## config.mk

```make
export PLATFORM = sky130hd
export DESIGN_NAME = rtc_bus_cycle_ctrl_flat
export DESIGN_NICKNAME = d
export VERILOG_FILES = /design/src/rtl/rtc_bus_cycle_ctrl_if.sv /design/src/rtl/rtc_bus_cycle_ctrl.sv /design/src/flat_wrapper.sv
export SDC_FILE = /design/constraint.sdc
export NUM_CORES = 1
export LEC_CHECK = 0
export ABC_AREA = 1
export CAP_MARGIN = 15
export CORE_UTILIZATION = 50
export DETAILED_ROUTE_END_ITERATION = 8
export GPL_TIMING_DRIVEN = 0
export PLACE_DENSITY = 0.77
export SLEW_MARGIN = 15
export SYNTH_ARGS = -nofsm -noshare
export SYNTH_HDL_FRONTEND = slang
export SYNTH_SLANG_ARGS = --single-unit
export TNS_END_PERCENT = 20
```

## constraint.sdc

```tcl
create_clock -name clk -period 2.2 [get_ports clk]
set_input_delay 0.44 -clock clk [delete_from_list [all_inputs] [get_ports clk]]
set_output_delay 0.44 -clock clk [all_outputs]
set_load 0.03 [all_outputs]
```

## src/rtl/rtc_bus_cycle_ctrl_if.sv

```systemverilog
// rtc_bus_cycle_ctrl_if: request, pad and strobe signals between an RTC bus controller and its user
interface rtc_bus_cycle_ctrl_if #(parameter int lar = 8);
  logic           start_wr;
  logic           start_rd;
  logic [lar-1:0] Dir;
  logic [lar-1:0] Dato;
  logic [lar-1:0] bus_in;
  logic [lar-1:0] bus_out;
  logic           bus_oe;
  logic           AD;
  logic           CS;
  logic           WR;
  logic           RD;
  logic [lar-1:0] Dato_leido;
  logic           busy;
  logic           done;
  modport master (
    output start_wr, start_rd, Dir, Dato, bus_in,
    input  bus_out, bus_oe, AD, CS, WR, RD, Dato_leido, busy, done
  );
  modport slave (
    input  start_wr, start_rd, Dir, Dato, bus_in,
    output bus_out, bus_oe, AD, CS, WR, RD, Dato_leido, busy, done
  );
endinterface

```

## src/rtl/rtc_bus_cycle_ctrl.sv

```systemverilog
// rtc_bus_cycle_ctrl: multiplexed AD bus sequencer for an RTC, five T_PH-cycle phases plus a one-cycle finish
module rtc_bus_cycle_ctrl #(
  parameter int lar  = 8,
  parameter int T_PH = 4
) (
  input  logic                clk,
  input  logic                rst,
  rtc_bus_cycle_ctrl_if.slave b
);
  typedef enum logic [2:0] {IDLE, ADDR, ADDR_HOLD, GAP, DATA, DATA_HOLD, FIN} state_t;
  state_t         r_state, w_nxt;
  logic [7:0]     r_cnt, w_cnt;
  logic           r_op_wr, w_op_wr, w_start, w_last, w_ap, w_dp;
  logic [lar-1:0] r_dir, r_dat, w_dir, w_dat;
  logic           r_ad, r_cs, r_wr_n, r_rd_n, r_oe, r_busy, r_done;
  logic [lar-1:0] r_bus_out, r_rdata;
  // outputs are registered from the next state so each strobe changes exactly on the phase edge
  always_comb begin
    w_start = r_state == IDLE && (b.start_wr || b.start_rd);
    w_last  = r_cnt == 8'(T_PH - 1);
    w_nxt   = w_start ? ADDR :
              r_state == FIN ? IDLE :
              (r_state != IDLE && w_last) ? state_t'(r_state + 3'd1) : r_state;
    w_cnt   = (r_state == IDLE || r_state == FIN || w_last) ? 8'd0 : r_cnt + 8'd1;
    w_op_wr = w_start ? b.start_wr : r_op_wr;
    w_dir   = w_start ? b.Dir : r_dir;
    w_dat   = w_start ? b.Dato : r_dat;
    w_ap    = w_nxt == ADDR || w_nxt == ADDR_HOLD;
    w_dp    = w_nxt == DATA || w_nxt == DATA_HOLD;
  end
  always_ff @(posedge clk) begin
    if (rst) begin
      r_state   <= IDLE;
      r_cnt     <= 8'd0;
      r_op_wr   <= 1'b0;
      r_dir     <= '0;
      r_dat     <= '0;
      r_ad      <= 1'b1;
      r_cs      <= 1'b1;
      r_wr_n    <= 1'b1;
      r_rd_n    <= 1'b1;
      r_oe      <= 1'b0;
      r_bus_out <= '0;
      r_rdata   <= '0;
      r_busy    <= 1'b0;
      r_done    <= 1'b0;
    end else begin
      r_state   <= w_nxt;
      r_cnt     <= w_cnt;
      r_op_wr   <= w_op_wr;
      r_dir     <= w_dir;
      r_dat     <= w_dat;
      r_ad      <= !w_ap;
      r_cs      <= !(w_ap || w_dp);
      r_wr_n    <= !(w_nxt == ADDR || (w_nxt == DATA && w_op_wr));
      r_rd_n    <= !(w_nxt == DATA && !w_op_wr);
      r_oe      <= w_ap || (w_dp && w_op_wr);
      r_bus_out <= w_ap ? w_dir : (w_dp && w_op_wr) ? w_dat : r_bus_out;
      r_busy    <= w_nxt != IDLE;
      r_done    <= w_nxt == FIN;
      if (r_state == DATA && w_last && !r_op_wr) r_rdata <= b.bus_in;
    end
  end
  assign b.AD         = r_ad;
  assign b.CS         = r_cs;
  assign b.WR         = r_wr_n;
  assign b.RD         = r_rd_n;
  assign b.bus_oe     = r_oe;
  assign b.bus_out    = r_bus_out;
  assign b.Dato_leido = r_rdata;
  assign b.busy       = r_busy;
  assign b.done       = r_done;
endmodule

```

## src/flat_wrapper.sv

```systemverilog
// flat-port wrapper written by rule: the top's interface ports become plain ports
module rtc_bus_cycle_ctrl_flat 
#(
  parameter int lar  = 8,
  parameter int T_PH = 4
)
  (clk, rst, b_start_wr, b_start_rd, b_Dir, b_Dato, b_bus_in, b_bus_out, b_bus_oe, b_AD, b_CS, b_WR, b_RD, b_Dato_leido, b_busy, b_done);
  rtc_bus_cycle_ctrl_if #(.lar(lar)) b_i ();
  input  logic clk;
  input  logic rst;
  input wire logic [$bits(b_i.start_wr)-1:0] b_start_wr;
  input wire logic [$bits(b_i.start_rd)-1:0] b_start_rd;
  input wire logic [$bits(b_i.Dir)-1:0] b_Dir;
  input wire logic [$bits(b_i.Dato)-1:0] b_Dato;
  input wire logic [$bits(b_i.bus_in)-1:0] b_bus_in;
  output wire logic [$bits(b_i.bus_out)-1:0] b_bus_out;
  output wire logic [$bits(b_i.bus_oe)-1:0] b_bus_oe;
  output wire logic [$bits(b_i.AD)-1:0] b_AD;
  output wire logic [$bits(b_i.CS)-1:0] b_CS;
  output wire logic [$bits(b_i.WR)-1:0] b_WR;
  output wire logic [$bits(b_i.RD)-1:0] b_RD;
  output wire logic [$bits(b_i.Dato_leido)-1:0] b_Dato_leido;
  output wire logic [$bits(b_i.busy)-1:0] b_busy;
  output wire logic [$bits(b_i.done)-1:0] b_done;
  assign b_i.start_wr = b_start_wr;
  assign b_i.start_rd = b_start_rd;
  assign b_i.Dir = b_Dir;
  assign b_i.Dato = b_Dato;
  assign b_i.bus_in = b_bus_in;
  assign b_bus_out = b_i.bus_out;
  assign b_bus_oe = b_i.bus_oe;
  assign b_AD = b_i.AD;
  assign b_CS = b_i.CS;
  assign b_WR = b_i.WR;
  assign b_RD = b_i.RD;
  assign b_Dato_leido = b_i.Dato_leido;
  assign b_busy = b_i.busy;
  assign b_done = b_i.done;
  rtc_bus_cycle_ctrl #(.lar(lar), .T_PH(T_PH)) u_core (.clk(clk), .rst(rst), .b(b_i));
endmodule
```

Yosys cells after proc, flatten, opt, wreduce, memory -nomap -nowiden
Index checks and enable logic that the tools add are counted.
Widths: inputs -> output; s select.

operators by class
  add/sub/neg operators = 2
  eq/ne operators = 8
  mux-type cells = 8
  reductions and logical operators = 26

operators by type and width
  cell                 number
  $mux 8               4
  $eq 3x3->1 const B   5
  $mux 3               3
  $add 8x1->8 const B  1
  $eq 8x2->1 const B   1
  $logic_or 1x1->1     8
  $logic_and 1x1->1    7
  $logic_not 1->1      6
  $reduce_bool 3->1    2
  $add 3x1->3 const B  1
  $eq 3x1->1 const B   1
  $eq 3x2->1 const B   1
  $logic_not 3->1      1
  $reduce_bool 2->1    1
  $reduce_or 2->1      1
  $mux 1               1

storage, ports and cells
  flip-flop bits (word level) = 51
  bits of input ports = 28
  output and inout bits = 23
  logic and storage cells = 58

Depth between registers and ports, before layout
Gate-level depths: netlist of run 1.

  depth in word-level cells = 10
  depth in mapped cells = 14
  mapped depth without buffers = 13

Least setup slack after synthesis of run 1
No wires, ideal clock.

  path kind = reg-to-reg
  from = reg u_core.r_state[0]
  to = reg u_core.r_bus_out[0], in the netlist u_core.b.bus_out[0]
  setup time = 131 ps
  data arrival time = 1,704 ps
  path slack = 365 ps
  cell stages (with the launch flop) = 14
  buffers on the path = 1
  period minus slack after synthesis = 1,835 ps
  path through = dfxtp_1 > inv_1 > ha_1 > nand2_4 > inv_2 > o21ai_4 > inv_6 > nor2_4 > nand3_4 > nor2_4 > nand2_4 > buf_6 > nand4_1 > a21oi_2

between the ends
  word-level cells in the longest chain between the ends = 9

RTL lines
  item                                                 RTL line                  RTL
  from (decl)                                          rtc_bus_cycle_ctrl.sv:11  state_t r_state, w_nxt;
  from (signal assigned)                               rtc_bus_cycle_ctrl.sv:48  r_state <= w_nxt;
  branches (longest 9 deep; another with $add 3x1->3)  --
  to (signal assigned)                                 rtc_bus_cycle_ctrl.sv:58  r_bus_out <= w_ap ? w_dir : (w_dp && w_op_wr) ? w_dat : r_bus_out;
  to (decl)                                            rtc_bus_cycle_ctrl.sv:16  logic [lar-1:0] r_bus_out, r_rdata;

Parallel ways; which one is timed is not known. The select of a mux whose other input is x is not followed.
A chain may end at the register's enable or synchronous reset.

Worst setup path in the final report of run 1
  from = reg u_core.r_state[0]
  to = reg u_core.r_bus_out[7], in the netlist u_core.b.bus_out[7]

Same word-level chain as after synthesis.

==> results of run 1 <==
[logic make-up (layout without fill, tap and decap cells)]
| family | Yosys count | count (layout) | synth area share |
|---|---|---|---|
| mux | 8 | 8 | 0.0346 |
| flops | 51 | 51 | 0.441 |
| buf+inv | 40 | 101 | 0.0763 |
| xor+xnor | 2 | 2 | 0.00757 |
| fa+ha+maj | 4 | 4 | 0.0216 |
| simple gates | 145 | 145 | 0.312 |
| compound gates | 44 | 44 | 0.107 |
[registers in the layout, summed over array words and instances, names as in the netlist]
register and flops:
u_core.b.RD 1, u_core.r_op_wr 1, u_core.b.bus_oe 1, u_core.b.bus_out 8, u_core.r_cnt 8, u_core.b.WR 1, u_core.b.Dato_leido 8, u_core.r_state 3
u_core.b.CS 1, u_core.r_dat 8, u_core.b.busy 1, u_core.r_dir 8, u_core.b.done 1, u_core.b.AD 1
[stage by stage]
stage | hold slack (ns) | std cells | setup slack (ns) | power, W | cell area (um^2)
4_1_cts | 0.451 | 404 | 0.0774 | 0.00201 | 2980
5_1_grt | 0.471 | 407 | 0.00530 | 0.00211 | 3020
3_3_place_gp | 0.428 | 396 | -0.158 | 0.00143 | 2880
3_5_place_dp | 0.436 | 396 | -0.158 | 0.00144 | 2880
6_report | 0.446 | 407 | 0.189 | 0.00201 | 3020
2_1_floorplan | 0.418 | 294 | 0.365 | 0.00128 | 2310
[timing repair]
| action | 4_1_cts | 5_1_grt |
|---|---|---|
| endpoints found under the setup margin | 0 | 11 |
| hold buffers | 0 | 0 |
| setup buffers | 0 | 3 |
| gates resized for setup | 0 | 3 |
[how the worst max path moves through the flow]
stage	startpoint	endpoint	slack (ns)	cells after the start
floorplan	u_core.r_state[0]$_SDFF_PP0_	u_core.b.bus_out[0]$_SDFFE_PP0P_	0.37	13
global placement	b_start_rd	u_core.b.WR$_SDFF_PP1_	-0.16	7
detailed placement	b_start_wr	u_core.b.WR$_SDFF_PP1_	-0.16	7
CTS	u_core.r_state[0]$_SDFF_PP0_	u_core.b.WR$_SDFF_PP1_	0.08	10
global route	u_core.r_state[0]$_SDFF_PP0_	u_core.b.bus_out[2]$_SDFFE_PP0P_	0.005	13
finish	u_core.r_state[0]$_SDFF_PP0_	u_core.b.bus_out[7]$_SDFFE_PP0P_	0.19	13
[critical path, stage by stage (launching register included)]
cell	delay, ns
dfxtp_1	0.37
inv_1	0.09
ha_1	0.24
nand2_4	0.12
inv_2	0.07
o21ai_4	0.11
buf_12	0.15
buf_4	0.19
nand2_1	0.08
nand2_1	0.09
nand4_1	0.13
nand3_1	0.13
nand2_1	0.06
a21oi_1	0.11
[synth_stat cells, drive strengths merged, types with 4 or more instances]
cell and instances:
a21oi 27, buf 5, clkbuf 5, dfxtp 51
ha 4, inv 30, mux2i 8, nand2 59
nand3 32, nand4 20, nor2 29, nor3 4
o21ai 13
[metal layers]
metal / vias up / GRT usage
met5: - / 0
met4: 0 / 0.0778
met3: 12 / 0.0519
met2: 51 / 0.361
met1: 953 / 0.254
li1: 1105 / -
[report_power, final]
part	switching, W	internal, W	total [W]
Sequential	0.0000226	0.000981	0.00100
Clock	0.000323	0.000257	0.000580
Combinational	0.000240	0.000191	0.000431
Total	0.000585	0.00143	0.00201
[cell type report]
| class | count | area [um^2] |
|---|---|---|
| inverters | 30 | 118 |
| flip-flops and latches | 51 | 1020 |
| multi-input cells | 203 | 1120 |
| clock buffers | 6 | 82.6 |
| clock inverters | 2 | 16.3 |
| fillers | 398 | 1390 |
| well taps | 52 | 65.1 |
| plain buffers | 10 | 61.3 |
| repair buffers | 53 | 536 |
[cells in the final DEF, fill, tap and decap left out, types with 3 or more instances in the layout]
cell             instances
nand2_1                 54
dfxtp_1                 51
clkdlybuf4s50_1         50
nor2_1                  27
nand3_1                 27
a21oi_1                 26
inv_1                   24
nand4_1                 20
o21ai_0                 11
mux2i_1                  8
clkbuf_8                 6
inv_2                    5
clkbuf_1                 5
buf_4                    4
nor3_1                   4
ha_1                     4
nand2_2                  3
nand3_2                  3
==> results.md, run 1 <==
* Layout Nets at 386
* Initial DRC count at slightly below 90
* Synth Warn # at 0
* Post-synth EDFFs at 0
* Final min period at around 2 ns
* Setup repair after global routing missed its margin: no
* Final hold violation count at 0
* Syn avg cell area at 7.87 um^2
* Die width at 70.0 um
* Total gr overflow at 0
* Hold EP: u_core.r_cnt[0]$_SDFF_PP0_
* Clk_skew at 0.00643 ns
* Critical R2R Launch: u_core.r_state[0]$_SDFF_PP0_
* Dpl hpwl at 3.59 mm
* Clock slew seen by the registers of the worst setup and hold paths at about 0.10 ns
* Placer Congestion at 0.793
* Met2 WL post-DR at 2.30 mm
* Seq/Total Area, Yosys at 0.441
* First-pass GRT wire length at 8.38 mm
* TritonCTS sink count at 51
* Hold Path Depth at 1
* DR DRC count at 0
* Reg2reg end: u_core.b.bus_out[7]$_SDFFE_PP0P_
* Register bit total from synthesis at 51
* CP required at between 2 and 2.5 ns
* Clk Latency, worst-skew pair at 0.31 ns
* Die ar. at 4900 um^2
* Worst Hold Class: reg2reg
* Via Count at 2121
* Status: finished, final reports clean
* Yosys cell types at 32
* Setup-failing EPs final at 0
* Port bufs at 50
* M1 WL at 2.26 mm
* PD cells at 666 nW/um^2
* Cell count after synthesis at 294
* Main synth FF type: dfxtp_1
* Fin. max-slew vios at 0
* F_max at 497 MHz
* CP Data Arrival Time at around 2.3 ns
* Worst Path Class, Setup: reg2reg
* Top post-synthesis cells by area: dfxtp_1, nand2_1, nand3_1
* # rows at 24
* Final core occ at 0.685
* H-tree depth at 2
* CTS root buf: clkbuf_8
* Highest metal used: met4
* DRT Pass-1 Iters at 4
* Final WL at 4.86 mm
* Initial antenna violation count at 0
* Num CTS Buffers at 5
* Peak VDD IR at approximately 500 uV
* Post-Syn Nets at 326
* Syn Std Cell Area at around 2300 um^2
* Area grow syn2layout at 30.7%
* Max_slew headroom at 0.665
* Die H at 70.0 um
* IO Pins at a little over 50
* Vias/cell at 5.21
* CTS Buffer Depth at 2
* Worst Reg-to-Reg Cells at 13
* Diode count at 0
* Crit start category: flip-flop
* Lkg Pwr at 1.26 nW
* WL met3 at between 200 and 250 um
* Setup TNS after final layout at 0 ns
* Core box area at 4410 um^2
* Share of the synthesized area in the top cell type at 0.441
* ANT nets after route at 0
* Starting Density at 0.524
* Largest net degree at the start of global routing at 17
* Final worst-path cycle share at 0.914
* TritonCTS clock tree: yes
* CP endpoint kind: flip-flop
* Async S/R FF share, synth at 0
* Area leader, netlist: dfxtp_1
* Max Cap Viol at 0
* Vias in the first global route at 2003
* R2R Setup Slk at 0.19 ns
* GRT Overall Usage at 0.210
* Routed len/inst at 11.9 um
* Fraction of layout cells with a size suffix above 1 at 0.104
* Worst Path Max Fanout at 10
* Hold Path Origin: u_core.r_cnt[0]$_SDFF_PP0_
* Worst Max-Slew Pin Slew at 0.502 ns
No activity file was read; power rests on OpenSTA's default activity.
==> run 2: changes to the inputs <==
- CAP_MARGIN: 15 -> 10
- clock period: 2.2 -> 2.3 ns (I/O delays scaled with it)
==> results.md, run 2 (synthesis results as in run 1) <==
* Fraction of layout cells with a size suffix above 1 at 0.0966
* Met1 GRT Util at 0.254
* Clock network fraction of total power at 0.289
* Layout Nets at 383
* Crit start category: flip-flop
* Vias in the first global route at 2003
* Peak VDD IR at between 400 and 500 uV
* Final hold violation count at 0
* Register area at 1020 um^2
* Clock slew seen by the registers of the worst setup and hold paths at 0.09 ns
* DR DRC count at 0
* Comb power frac at 0.208
* Met2 usage at 0.361
* Cell total after placement at 396
* Max Cap Viol at 0
* H-tree depth at 2
* Starting Density at 0.524
* Die H at 70.0 um
* Commonest non-fill, non-tap cell in the layout: nand2_1
* CP endpoint kind: flip-flop
* Fillers at 401
* Internal Power at 0.00136 W
* TritonCTS sink count at 51
* PD cells at 640 nW/um^2
* Setup repair after global routing missed its margin: no
* CTS root buf: clkbuf_8
* Setup Buffers After CTS at 0
* # rows at 24
* Final min period at 2.09 ns
* Vias/cell at 5.24
* R2R Setup Slk at 0.21 ns
* Final WL at ~4.8 mm
* Diode count at 0
* Port bufs at 50
* Area grow syn2layout at 29.0%
* Max_slew headroom at 0.673
* Status: finished, final reports clean
* F_max at 480 MHz
* Switching pwr at 0.000554 W
* Initial DRC count at 65
* Dpl cell area at roughly 2900 um^2
* Switch share at 0.290
* Worst Max-Slew Pin Slew at 0.490 ns
* CTS Buffer Depth at 2
* TritonCTS clock tree: yes
* Fin area at approximately 3000 um^2
* Final worst-path cycle share at 0.907
* Worst Path Max Fanout at 10
* Initial antenna violation count at 0
* GRT Overall Usage at 0.210
* Die width at 70.0 um
* Worst Hold Class: reg2reg
* Fin. max-slew vios at 0
* First-pass GRT wire length at 8.38 mm
* Setup-failing EPs final at 0
* Multi-input logic area at 1120 um^2
* GRT Max-Usage Layer: met2
* Placer Congestion at 0.793
* Clk_skew at between 0.006 and 0.007 ns
* IO Pins at 51
* Lkg Pwr at 1.23 nW
* Num CTS Buffers at 5
* Worst Path Class, Setup: reg2reg
* Clk Latency, worst-skew pair at 0.31 ns
* CP Data Arrival Time at 2.27 ns
* Met3 Use GR at 0.0519
* Dpl hpwl at 3.59 mm
* Core box area at 4410 um^2
* Routed len/inst at around 12 um
* Share of total power in sequential cells at 0.503
* ANT nets after route at 0
* CP required at 2.48 ns
* Total gr overflow at 0
* DRT Pass-1 Iters at 4
* Most frequent cells in the layout: nand2_1, dfxtp_1, clkdlybuf4s50_1
* Die ar. at 4900 um^2
* Via Count at 2117
* Cell Count, Final, Fillers Out at 404
* Largest net degree at the start of global routing at 17
-- run 2: per-stage QoR --
step	worst slack, ns	util	total power (W)	setup TNS [ns]	hold slack, ns
2_1_floorplan	0.465	-	0.00123	0	0.418
3_3_place_gp	-0.0783	0.652	0.00137	-0.321	0.428
3_5_place_dp	-0.0780	0.652	0.00137	-0.398	0.436
4_1_cts	0.177	0.675	0.00192	0	0.451
5_1_grt	0.0186	0.676	0.00200	0	0.471
6_report	0.215	0.676	0.00191	0	0.446
-- run 2: area by class of cell --
cell class                 instances  area share
buffer                            10      0.0197
clock buffer                       6      0.0277
clock inverter                     2     0.00545
inverter                          30      0.0394
multi-input combinational        203       0.376
sequential                        51       0.342
tap                               52      0.0218
timing repair buffer              50       0.168
-- run 2: worst max-delay path, cell delays in order (launching register included) --
cell and delay [ns]:
dfxtp_1 0.37, inv_1 0.09, ha_1 0.24, nand2_4 0.12, inv_2 0.06, o21ai_4 0.15, inv_6 0.10, nor2_4 0.12
nand3_4 0.15, buf_2 0.22, nand4_1 0.11, nand3_1 0.09, nand2_1 0.08, a21oi_1 0.06
-- run 2: path summary, 6_finish.rpt --
check	start	to	cells after the start
worst min register to register	u_core.b.Dato_leido[5]$_SDFFE_PP0P_	u_core.b.Dato_leido[5]$_SDFFE_PP0P_	2
worst max register to register	u_core.r_state[0]$_SDFF_PP0_	u_core.b.bus_out[5]$_SDFFE_PP0P_	13
worst min-delay path	u_core.b.Dato_leido[5]$_SDFFE_PP0P_	u_core.b.Dato_leido[5]$_SDFFE_PP0P_	2
worst max-delay path	u_core.r_state[0]$_SDFF_PP0_	u_core.b.bus_out[5]$_SDFFE_PP0P_	13
-- run 2: repair_timing --
item,CTS,global route
hold buffers,0,0
endpoints found under the setup margin,0,2
resized for setup,0,1
-- run 2: metal layers --
| layer | vias up | routed length [um] |
|---|---|---|
| met5 | - | 0 |
| met4 | 0 | 84 |
| met3 | 10 | 210 |
| met2 | 55 | 2290 |
| met1 | 951 | 2250 |
| li1 | 1101 | - |
-- run 2: power groups by stage --
stage	registers, W	logic, W	clock network [W]
detailed placement	0.000980	0.000393	0
global route	0.000966	0.000437	0.000598
global placement	0.000979	0.000390	0
CTS	0.000960	0.000395	0.000564
floorplan	0.00103	0.000194	0
finish	0.000960	0.000398	0.000552
==> run 3: changes to the inputs <==
- PLACE_DENSITY: 0.77 -> 0.79
==> results.md, run 3 (synthesis results as in run 1) <==
* Status: finished, final reports clean
* TritonCTS sink count at around 50
* Worst Reg-to-Reg Cells at 13
* Most frequent cells in the layout: nand2_1, dfxtp_1, clkdlybuf4s50_1
* # rows at 24
* Cell family contributing the most delay on the critical path: simple AND/OR/NAND/NOR gates
* Setup TNS after final layout at 0 ns
* Via Count at around 2100
* R2R Setup Slk at approximately 0.18 ns
* Setup-failing EPs final at 0
* PD cells at 639 nW/um^2
* Die ar. at 4900 um^2
* Worst Path Class, Setup: reg2reg
* Cell total after placement at roughly 400
* Largest net degree at the start of global routing at 17
* H-tree depth at 2
* IO Pins at between 50 and 60
* Worst Hold Class: reg2reg
* Crit start category: flip-flop
* Clk Latency, worst-skew pair at 0.30 ns
* Critical Path Slowest Stage Cell: dfxtp_1
* F_max at 471 MHz
* Critical Path Start: u_core.r_state[0]$_SDFF_PP0_
* Die width at 70.0 um
* Fin area at roughly 3000 um^2
* Initial antenna violation count at 0
* CP required at 2.48 ns
* DR DRC count at 0
* Placer Congestion at 0.783
* Routed len/inst at 12.2 um
* Final WL at slightly below 5 mm
* Max_slew headroom at 0.657
* Critical R2R Launch: u_core.r_state[0]$_SDFF_PP0_
* Worst Max-Slew Pin Slew at between 0.5 and 0.6 ns
* DRT Pass-1 Iters at 4
* Fin. max-slew vios at 0
* Num CTS Buffers at 5
* Hold Path Origin: u_core.b.Dato_leido[1]$_SDFFE_PP0P_
* Dpl hpwl at approximately 3.7 mm
* Max Cap Viol at 0
* Diode count at 0
* Peak VDD IR at 353 uV
* Worst path max stage delay at 0.39 ns
* Commonest non-fill, non-tap cell in the layout: nand2_1
* Layout Nets at approximately 380
* GRT Overall Usage at 0.221
* First-pass GRT wire length at about 9 mm
* Vias/cell at 5.19
* Total gr overflow at 0
* Clk_skew at 0.00888 ns
* CP Cell Sequence: inv_1, ha_1, nand2_4, inv_2, o21ai_4, inv_6, nor2_4, nand3_4, buf_2, nand4_1, nand3_1, nand2_1, a21oi_1
* CP endpoint kind: flip-flop
* ANT nets after route at 0
* Buffers plus inverters on the worst setup path at 4
* Clock slew seen by the registers of the worst setup and hold paths at 0.09 ns
* Reg2reg end: u_core.b.bus_out[3]$_SDFFE_PP0P_
* Final worst-path cycle share at 0.923
* Final min period at 2.12 ns
* Area grow syn2layout at 29.0%
* Die H at 70.0 um
* TritonCTS clock tree: yes
* Final hold violation count at 0
* Hold Path Depth at 2
* Worst Path Max Fanout at 10
* CTS root buf: clkbuf_8
* CP Data Arrival Time at 2.30 ns
* Vias in the first global route at 1978
* Cell Count, Final, Fillers Out at a little over 400
* Lkg Pwr at 1.23 nW
* Dpl cell area at 2880 um^2
* Starting Density at 0.524
* Port bufs at 50
* Hold EP: u_core.b.Dato_leido[1]$_SDFFE_PP0P_
* CTS Buffer Depth at 2
* Initial DRC count at 137
* Cts hold-fix bufs at 0
* Core box area at 4410 um^2
* Setup repair after global routing missed its margin: no
* Fraction of layout cells with a size suffix above 1 at 0.0966
run 3: cell counts in the layout (fill, tap and decap cells not counted):
No cell type changed its count.
run 3: layer usage:
metal | up-vias | part of all wire | global-route usage
met2 | 47 | 0.48 | 0.364
met5 | - | 0 | 0
met3 | 9 | 0.034 | 0.0433
met1 | 936 | 0.46 | 0.285
met4 | 0 | 0.020 | 0.0822
li1 | 1105 | - | -
run 3: cell type report:
type	count	area [um^2]
buffer	10	58.8
clock buffer	6	82.6
clock inverter	2	16.3
fill	382	1430
inverter	30	118
multi-input combinational	203	1120
sequential	51	1020
tap	52	65.1
timing repair buffer	50	500
run 3: stage by stage:
| step | hold slack [ns] | util | setup WS (ns) | power [W] |
|---|---|---|---|---|
| after floorplan | 0.418 | - | 0.465 | 0.00123 |
| after global placement | 0.428 | 0.652 | -0.0722 | 0.00137 |
| after detailed placement | 0.440 | 0.652 | -0.0674 | 0.00138 |
| after CTS | 0.454 | 0.675 | 0.142 | 0.00192 |
| after global routing | 0.468 | 0.676 | 0.0107 | 0.00200 |
| final | 0.450 | 0.676 | 0.178 | 0.00191 |
run 3: what timing repair did:
action / in CTS / in global routing
resized for setup: 0 / 1
setup endpoints to repair: 0 / 9
hold endpoints to repair: 0 / 0
setup buffers: 0 / 0
run 3: how the worst max path moves through the flow:
stage / to / cells after the start
floorplan: u_core.b.bus_out[0]$_SDFFE_PP0P_ / 13
global placement: u_core.b.WR$_SDFF_PP1_ / 7
detailed placement: u_core.b.WR$_SDFF_PP1_ / 7
CTS: u_core.b.WR$_SDFF_PP1_ / 10
global route: u_core.b.bus_out[2]$_SDFFE_PP0P_ / 13
finish: u_core.b.bus_out[3]$_SDFFE_PP0P_ / 13
run 3: worst register-to-register path: stages (launching register included):
cell and delay, ns:
dfxtp_1 0.39, inv_1 0.09, ha_1 0.25, nand2_4 0.12, inv_2 0.07, o21ai_4 0.15
inv_6 0.10, nor2_4 0.11, nand3_4 0.15, buf_2 0.22, nand4_1 0.12, nand3_1 0.10
nand2_1 0.08, a21oi_1 0.05
run 3: power by group:
part / internal, W / total [W] / switching (W)
registers: 0.000938 / 0.000961 / 0.0000231
clock network: 0.000246 / 0.000547 / 0.000301
logic: 0.000171 / 0.000399 / 0.000228
